<file path="src/rtl/tile_map_scheduler.sv">
// Tile-map RAM arbiter: video prefetch owns fixed slots, queued CPU tile writes drain in free cycles.
// Optional macro TILE_MAP_VBLANK_COMMIT_EN gates CPU drains to vertical blank (vcount >= 480).
module tile_map_scheduler #(
  parameter int MAP_W      = 40,
  parameter int MAP_H      = 30,
  parameter int CODE_W     = 4,
  parameter int FIFO_DEPTH = 4,
  parameter int ADDR_W     = 11
) (
  input  logic              clk,
  input  logic              reset_n,
  input  logic [10:0]       hcount,
  input  logic [9:0]        vcount,
  input  logic              cpu_valid,
  input  logic [5:0]        cpu_x,
  input  logic [4:0]        cpu_y,
  input  logic [CODE_W-1:0] cpu_code,
  output logic              cpu_ready,
  output logic [ADDR_W-1:0] ram_addr,
  output logic              ram_we,
  output logic [CODE_W-1:0] ram_wdata,
  input  logic [CODE_W-1:0] ram_rdata,
  output logic [CODE_W-1:0] tile_code,
  output logic              tile_valid,
  output logic [7:0]        drop_count
);

  localparam int              PTR_W   = $clog2(FIFO_DEPTH);
  localparam logic [5:0]      MAP_W_C = 6'(MAP_W);
  localparam logic [5:0]      MAP_H_C = 6'(MAP_H);
  localparam logic [PTR_W:0]  PTR_ONE = (PTR_W+1)'(1);

  typedef struct packed {
    logic [ADDR_W-1:0] addr;
    logic [CODE_W-1:0] code;
  } wr_entry_t;

  // Row-major map address; 40 columns decomposes into 32 + 8.
  function automatic logic [ADDR_W-1:0] tile_addr(input logic [5:0] row, input logic [5:0] col);
    logic [ADDR_W-1:0] r;
    r = ADDR_W'(row);
    return (r << 5) + (r << 3) + ADDR_W'(col);
  endfunction

  // Prefetch target: the tile that follows the one currently being scanned.
  logic              slot_s, slot_s1, last_col;
  logic [5:0]        col, nc, nr;
  logic              fetch_in_map;
  logic [ADDR_W-1:0] fetch_addr;

  assign col          = hcount[10:5];
  assign slot_s       = (hcount[4:0] == 5'd0);
  assign slot_s1      = (hcount[4:0] == 5'd1);
  assign last_col     = (col == 6'd49);
  assign nc           = last_col ? 6'd0 : col + 6'd1;
  assign nr           = !last_col ? vcount[9:4] :
                        (vcount == 10'd524) ? 6'd0 : 6'((vcount + 10'd1) >> 4);
  assign fetch_in_map = (nc < MAP_W_C) && (nr < MAP_H_C);
  assign fetch_addr   = tile_addr(nr, nc);

  // CPU write queue
  wr_entry_t      fifo_mem [FIFO_DEPTH];
  wr_entry_t      head;
  logic [PTR_W:0] wr_ptr, rd_ptr;
  logic           fifo_empty, fifo_full, push, in_range, pop, drain_gate;

  assign fifo_empty = (wr_ptr == rd_ptr);
  assign fifo_full  = (wr_ptr[PTR_W] != rd_ptr[PTR_W]) &&
                      (wr_ptr[PTR_W-1:0] == rd_ptr[PTR_W-1:0]);
  assign cpu_ready  = !fifo_full;
  assign push       = cpu_valid && cpu_ready;
  assign in_range   = (cpu_x < MAP_W_C) && ({1'b0, cpu_y} < MAP_H_C);
  assign head       = fifo_mem[rd_ptr[PTR_W-1:0]];

`ifdef TILE_MAP_VBLANK_COMMIT_EN
  assign drain_gate = (vcount >= 10'd480);
`else
  assign drain_gate = 1'b1;
`endif

  assign pop = !fifo_empty && !slot_s && !slot_s1 && drain_gate;

  always_ff @(posedge clk or negedge reset_n) begin
    if (!reset_n) begin
      wr_ptr     <= '0;
      rd_ptr     <= '0;
      drop_count <= '0;
    end else begin
      if (push && in_range) wr_ptr <= wr_ptr + PTR_ONE;
      if (pop)              rd_ptr <= rd_ptr + PTR_ONE;
      if (push && !in_range && drop_count != 8'hFF) drop_count <= drop_count + 8'd1;
    end
  end

  // NOTE: queue storage is deliberately not reset; the pointers alone decide which entries are live.
  always_ff @(posedge clk) begin
    if (push && in_range)
      fifo_mem[wr_ptr[PTR_W-1:0]] <= '{addr: tile_addr({1'b0, cpu_y}, cpu_x), code: cpu_code};
  end

  // Prefetch pipeline: address in S, capture in S+1, publish on the last clock of the tile.
  logic              fetch_pending;
  logic [CODE_W-1:0] next_code;
  logic              next_valid;

  always_ff @(posedge clk or negedge reset_n) begin
    if (!reset_n) begin
      fetch_pending <= 1'b0;
      next_code     <= '0;
      next_valid    <= 1'b0;
      tile_code     <= '0;
      tile_valid    <= 1'b0;
    end else begin
      fetch_pending <= slot_s && fetch_in_map;
      if (slot_s && !fetch_in_map) begin
        next_code  <= '0;
        next_valid <= 1'b0;
      end else if (slot_s1 && fetch_pending) begin
        next_code  <= ram_rdata;
        next_valid <= 1'b1;
      end
      if (hcount[4:0] == 5'd31) begin
        tile_code  <= next_code;
        tile_valid <= next_valid;
      end
    end
  end

  // NOTE: every output gets a default before the priority chain, so no latch can be inferred.
  always_comb begin
    ram_we    = 1'b0;
    ram_addr  = '0;
    ram_wdata = '0;
    if (slot_s && fetch_in_map) begin
      ram_addr = fetch_addr;
    end else if (pop) begin
      ram_we    = 1'b1;
      ram_addr  = head.addr;
      ram_wdata = head.code;
    end
  end

endmodule

</file>
<file path="config.mk">
export PLATFORM = sky130hd
export DESIGN_NAME = tile_map_scheduler
export DESIGN_NICKNAME = d
export VERILOG_FILES = /design/src/rtl/tile_map_scheduler.sv
export SDC_FILE = /design/constraint.sdc
export NUM_CORES = 1
export LEC_CHECK = 0
export ABC_AREA = 1
export CAP_MARGIN = 20
export CORE_MARGIN = 2
export CORE_UTILIZATION = 58
export CTS_BUF_LIST = sky130_fd_sc_hd__clkbuf_16
export CTS_CLUSTER_SIZE = 14
export DETAILED_ROUTE_END_ITERATION = 8
export PLACE_DENSITY_LB_ADDON = 0.1
export SYNTH_ARGS = -nofsm -noshare
export SYNTH_HDL_FRONTEND = slang
export SYNTH_SLANG_ARGS = --single-unit
</file>
<file path="constraint.sdc">
create_clock -name clk -period 7.15 [get_ports clk]
set_clock_uncertainty 0.05 [all_clocks]
set_input_delay 0.715 -clock clk [delete_from_list [all_inputs] [get_ports clk]]
set_output_delay 0.715 -clock clk [all_outputs]
set_load 0.005 [all_outputs]
</file>
==> summary.txt <==
Detailed routing
  • Post-DRT Antenna Nets: 0
  • Wirelength per Cell: 14.6 um
  • Routed vias: 3,565
  • Drt via density: 5.39
  • Number of DRC markers in iteration 0: 140
  • DRC viols: 0
  • Routed WL: 9.63 mm
  • Drt pass-1 iters: 6

Setup path
  • CP top delay family: simple AND/OR/NAND/NOR gates
  • Critical path's most frequent cell: nand2_1
  • Slowest CP cell: clkdlybuf4s50_1
  • Crit. End Element: primary output
  • Critical path peak fanout: 12
  • Worst endpoint data arrival time: 4.58 ns
  • WP data required: 6.38 ns
  • Worst path max stage delay: 0.52 ns
  • Cells along the critical path: clkdlybuf4s50_1 -> ha_1 -> nand3_1 -> nor2_2 -> nand3_2 -> a21oi_1 -> inv_1 -> fa_1 -> inv_1 -> fa_1 -> nand3_1 -> nand2_1 -> nand2_1 -> nand2_1 -> a21oi_1 -> nand2_1 -> nand2_1 -> nand3_1 -> nand2_1 -> clkdlybuf4s50_1
  • Critical path type: in2out
  • Buffers & Inverters on Critical Path: 4
  • CP startpoint kind: input pin

Timing
  • F_max: 187 MHz
  • Worst slew pin tran: 0.942 ns
  • Hold Vio Cnt, Final: 0
  • Final setup vio count: 0
  • Setup TNS: 0 ns
  • Slew Limit Fails: 0
  • Max-slew headroom: 37.1%
  • Setup ws final: 1.80 ns
  • Unrepaired setup endpoints after global routing: no
  • Fin crit share: 74.8%
  • Period minus WS final: 5.35 ns

Die
  • Die ar.: 0.00876 mm^2
  • Die Y: 93.6 um
  • Std cell rows: 32
  • Core area: 0.00777 mm^2
  • IO Count: 73
  • Initial Utilization: 59.9%
  • Die X: 93.6 um

Placed design
  • Setup WS pre-CTS: 1.80 ns
  • Placer Congestion: 0.893
  • Input/output buffers: 72
  • Post-DP HPWL: 6.73 mm
  • DP Area: 0.00549 mm^2

CTS
  • CTS max path bufs: 2
  • Clk_lat worst skew: 0.34 ns
  • CTS tree: built
  • CTS resizes: 0
  • CTS sink count: 85
  • Clock Pin Slew Worst Setup and Hold Paths: 0.06 ns
  • Clock root cell: clkbuf_16
  • TritonCTS Buffers: 9
  • CTS hold repair buffers: 0
  • Setup Fix Bufs, Post-CTS: 0
  • H-tree Lvls: 3

GRT
  • First-pass GRT wire length: 15.9 mm
  • GRT Residual Overflow: 0
  • Vias in the first global route: 3,504
  • Total track usage: 23.6%
  • Initial antenna violation count: 0
  • Largest net degree at the start of global routing: 33

Power and ir drop
  • Seq pwr share: 35.1%
  • Overall Power: 1.96 mW
  • PD cells: 336 mW/mm^2
  • Static leakage: 2.49 nW
  • Power share of the combinational group: 39.5%
  • Clk pwr share: 25.3%
  • P_sw: 0.661 mW
  • Internal power: 1.30 mW
  • Switching portion of total power: 33.8%
  • VDD IR-drop max: 223 uV

Outcome
  • Status: completed

Yosys
  • Distinct cell type count after synthesis: 34
  • Post-synthesis cell count: 479
  • Syn Area/Cell: 9.71 um^2
  • Yosys reg bits: 85
  • Dominant cells by area after synthesis: edfxtp_1 (39%), dfrtp_1 (13%), ha_1 (7.5%)
  • Synth Flop Type: edfxtp_1
  • Top-count cell post-synth: nand2_1
  • Commonest cells in the netlist: nand2_1 (84), nor2_1 (63), edfxtp_1 (60), inv_1 (44), o21ai_0 (37)
  • Synth Net Count: 554
  • YS warnings: 0
  • Syn Std Cell Area: 0.00465 mm^2
  • Sequential share of the synthesized area: 52.2%
  • Async SR Flop Fraction: 29.4%
  • Cell taking the most area after synthesis: edfxtp_1
  • Yosys top cell area share: 38.7%
  • Post-synth EDFFs: 60

Layout
  • Post-route cell area: 0.00582 mm^2
  • # fillers: 557
  • Multi-input logic area: 0.00199 mm^2
  • Layout cells sized above 1: 8.05%
  • Fin nets: 629
  • Sequential cell area: 0.00243 mm^2
  • Area growth syn-to-layout: 25.0%
  • Diodes inserted: 0

Flow run
  • Max Cap Violations: 0

Worst hold path
  • Worst hold path class: reg2reg
registers in the layout (all words and copies together) (netlist names):
| signal | count |
|---|---|
| fifo_mem | 60 |
| drop_count | 8 |
| next_code | 4 |
| tile_code | 4 |
| rd_ptr | 3 |
| wr_ptr | 3 |
| fetch_pending | 1 |
| next_valid | 1 |
| tile_valid | 1 |
cell families after synthesis:
| logic type | synth area share [%] |
|---|---|
| compound gates | 7.66 |
| xor+xnor | 4.33 |
| fa+ha+maj | 9.25 |
| buf+inv | 5.22 |
| flops | 52.2 |
| mux | 1.69 |
| simple gates | 19.7 |
per-layer routing:
metal / global-route usage (%) / wire length, um
met4: 10.3 / 194
met5: 0 / 0
met1: 29.0 / 4250
met2: 40.2 / 4740
met3: 5.32 / 445
cell type report:
class	count	share of cell area, %
sequential	85	41.7
multi-input combinational	334	34.2
timing repair buffer	76	13.3
clock buffer	9	3.87
inverter	48	3.10
tap	102	2.19
clock inverter	7	1.66
worst reg2reg max path: cells and delay by family, from the launching register on:
family | cells | cell delay [ns]
compound gates | 1 | 0.09
xor+xnor | 1 | 0.19
simple gates | 3 | 1.18
flops | 1 | 0.77
power by group through the flow:
| stage | Combinational, mW | Clock (mW) | Sequential [mW] |
|---|---|---|---|
| 6_report | 0.774 | 0.495 | 0.688 |
| 5_1_grt | 0.859 | 0.522 | 0.698 |
| 4_1_cts | 0.777 | 0.504 | 0.687 |
| 3_5_place_dp | 0.771 | 0 | 0.697 |
| 3_3_place_gp | 0.748 | 0 | 0.694 |
| 2_1_floorplan | 0.424 | 0 | 0.679 |
per-stage QoR:
| stage | cells | hold WS [ns] | utilization, % |
|---|---|---|---|
| 2_1_floorplan | 479 | 0.369 | - |
| 3_3_place_gp | 644 | 0.402 | 70.4 |
| 3_5_place_dp | 645 | 0.424 | 70.7 |
| 4_1_cts | 661 | 0.440 | 74.9 |
| 5_1_grt | 661 | 0.463 | 74.9 |
| 6_report | 661 | 0.430 | 74.9 |
worst paths after layout:
path	slack, ns	endpoint	start	cells past startpoint
hold / removal	0.43	next_valid	next_valid	2
max in group asynchronous	5.93	rd_ptr[0]	reset_n	2
min in group asynchronous	0.66	drop_count[1]	reset_n	1
hold reg to reg	0.43	next_valid	next_valid	2
setup / recovery	1.80	ram_addr[10]	hcount[5]	20
setup reg to reg	4.49	fifo_mem[3][9]	rd_ptr[1]	5
cell usage in the layout, fill, tap and decap left out, drive strengths merged, types with 18 or more instances in the layout:
| cell | count |
|---|---|
| nor2 | 65 |
| xor2 | 18 |
| clkdlybuf4s50 | 72 |
| nand2 | 87 |
| nand3 | 32 |
| dfrtp | 25 |
| ha | 28 |
| o21ai | 38 |
| edfxtp | 60 |
| inv | 50 |
No activity file was read; power rests on OpenSTA's default activity.
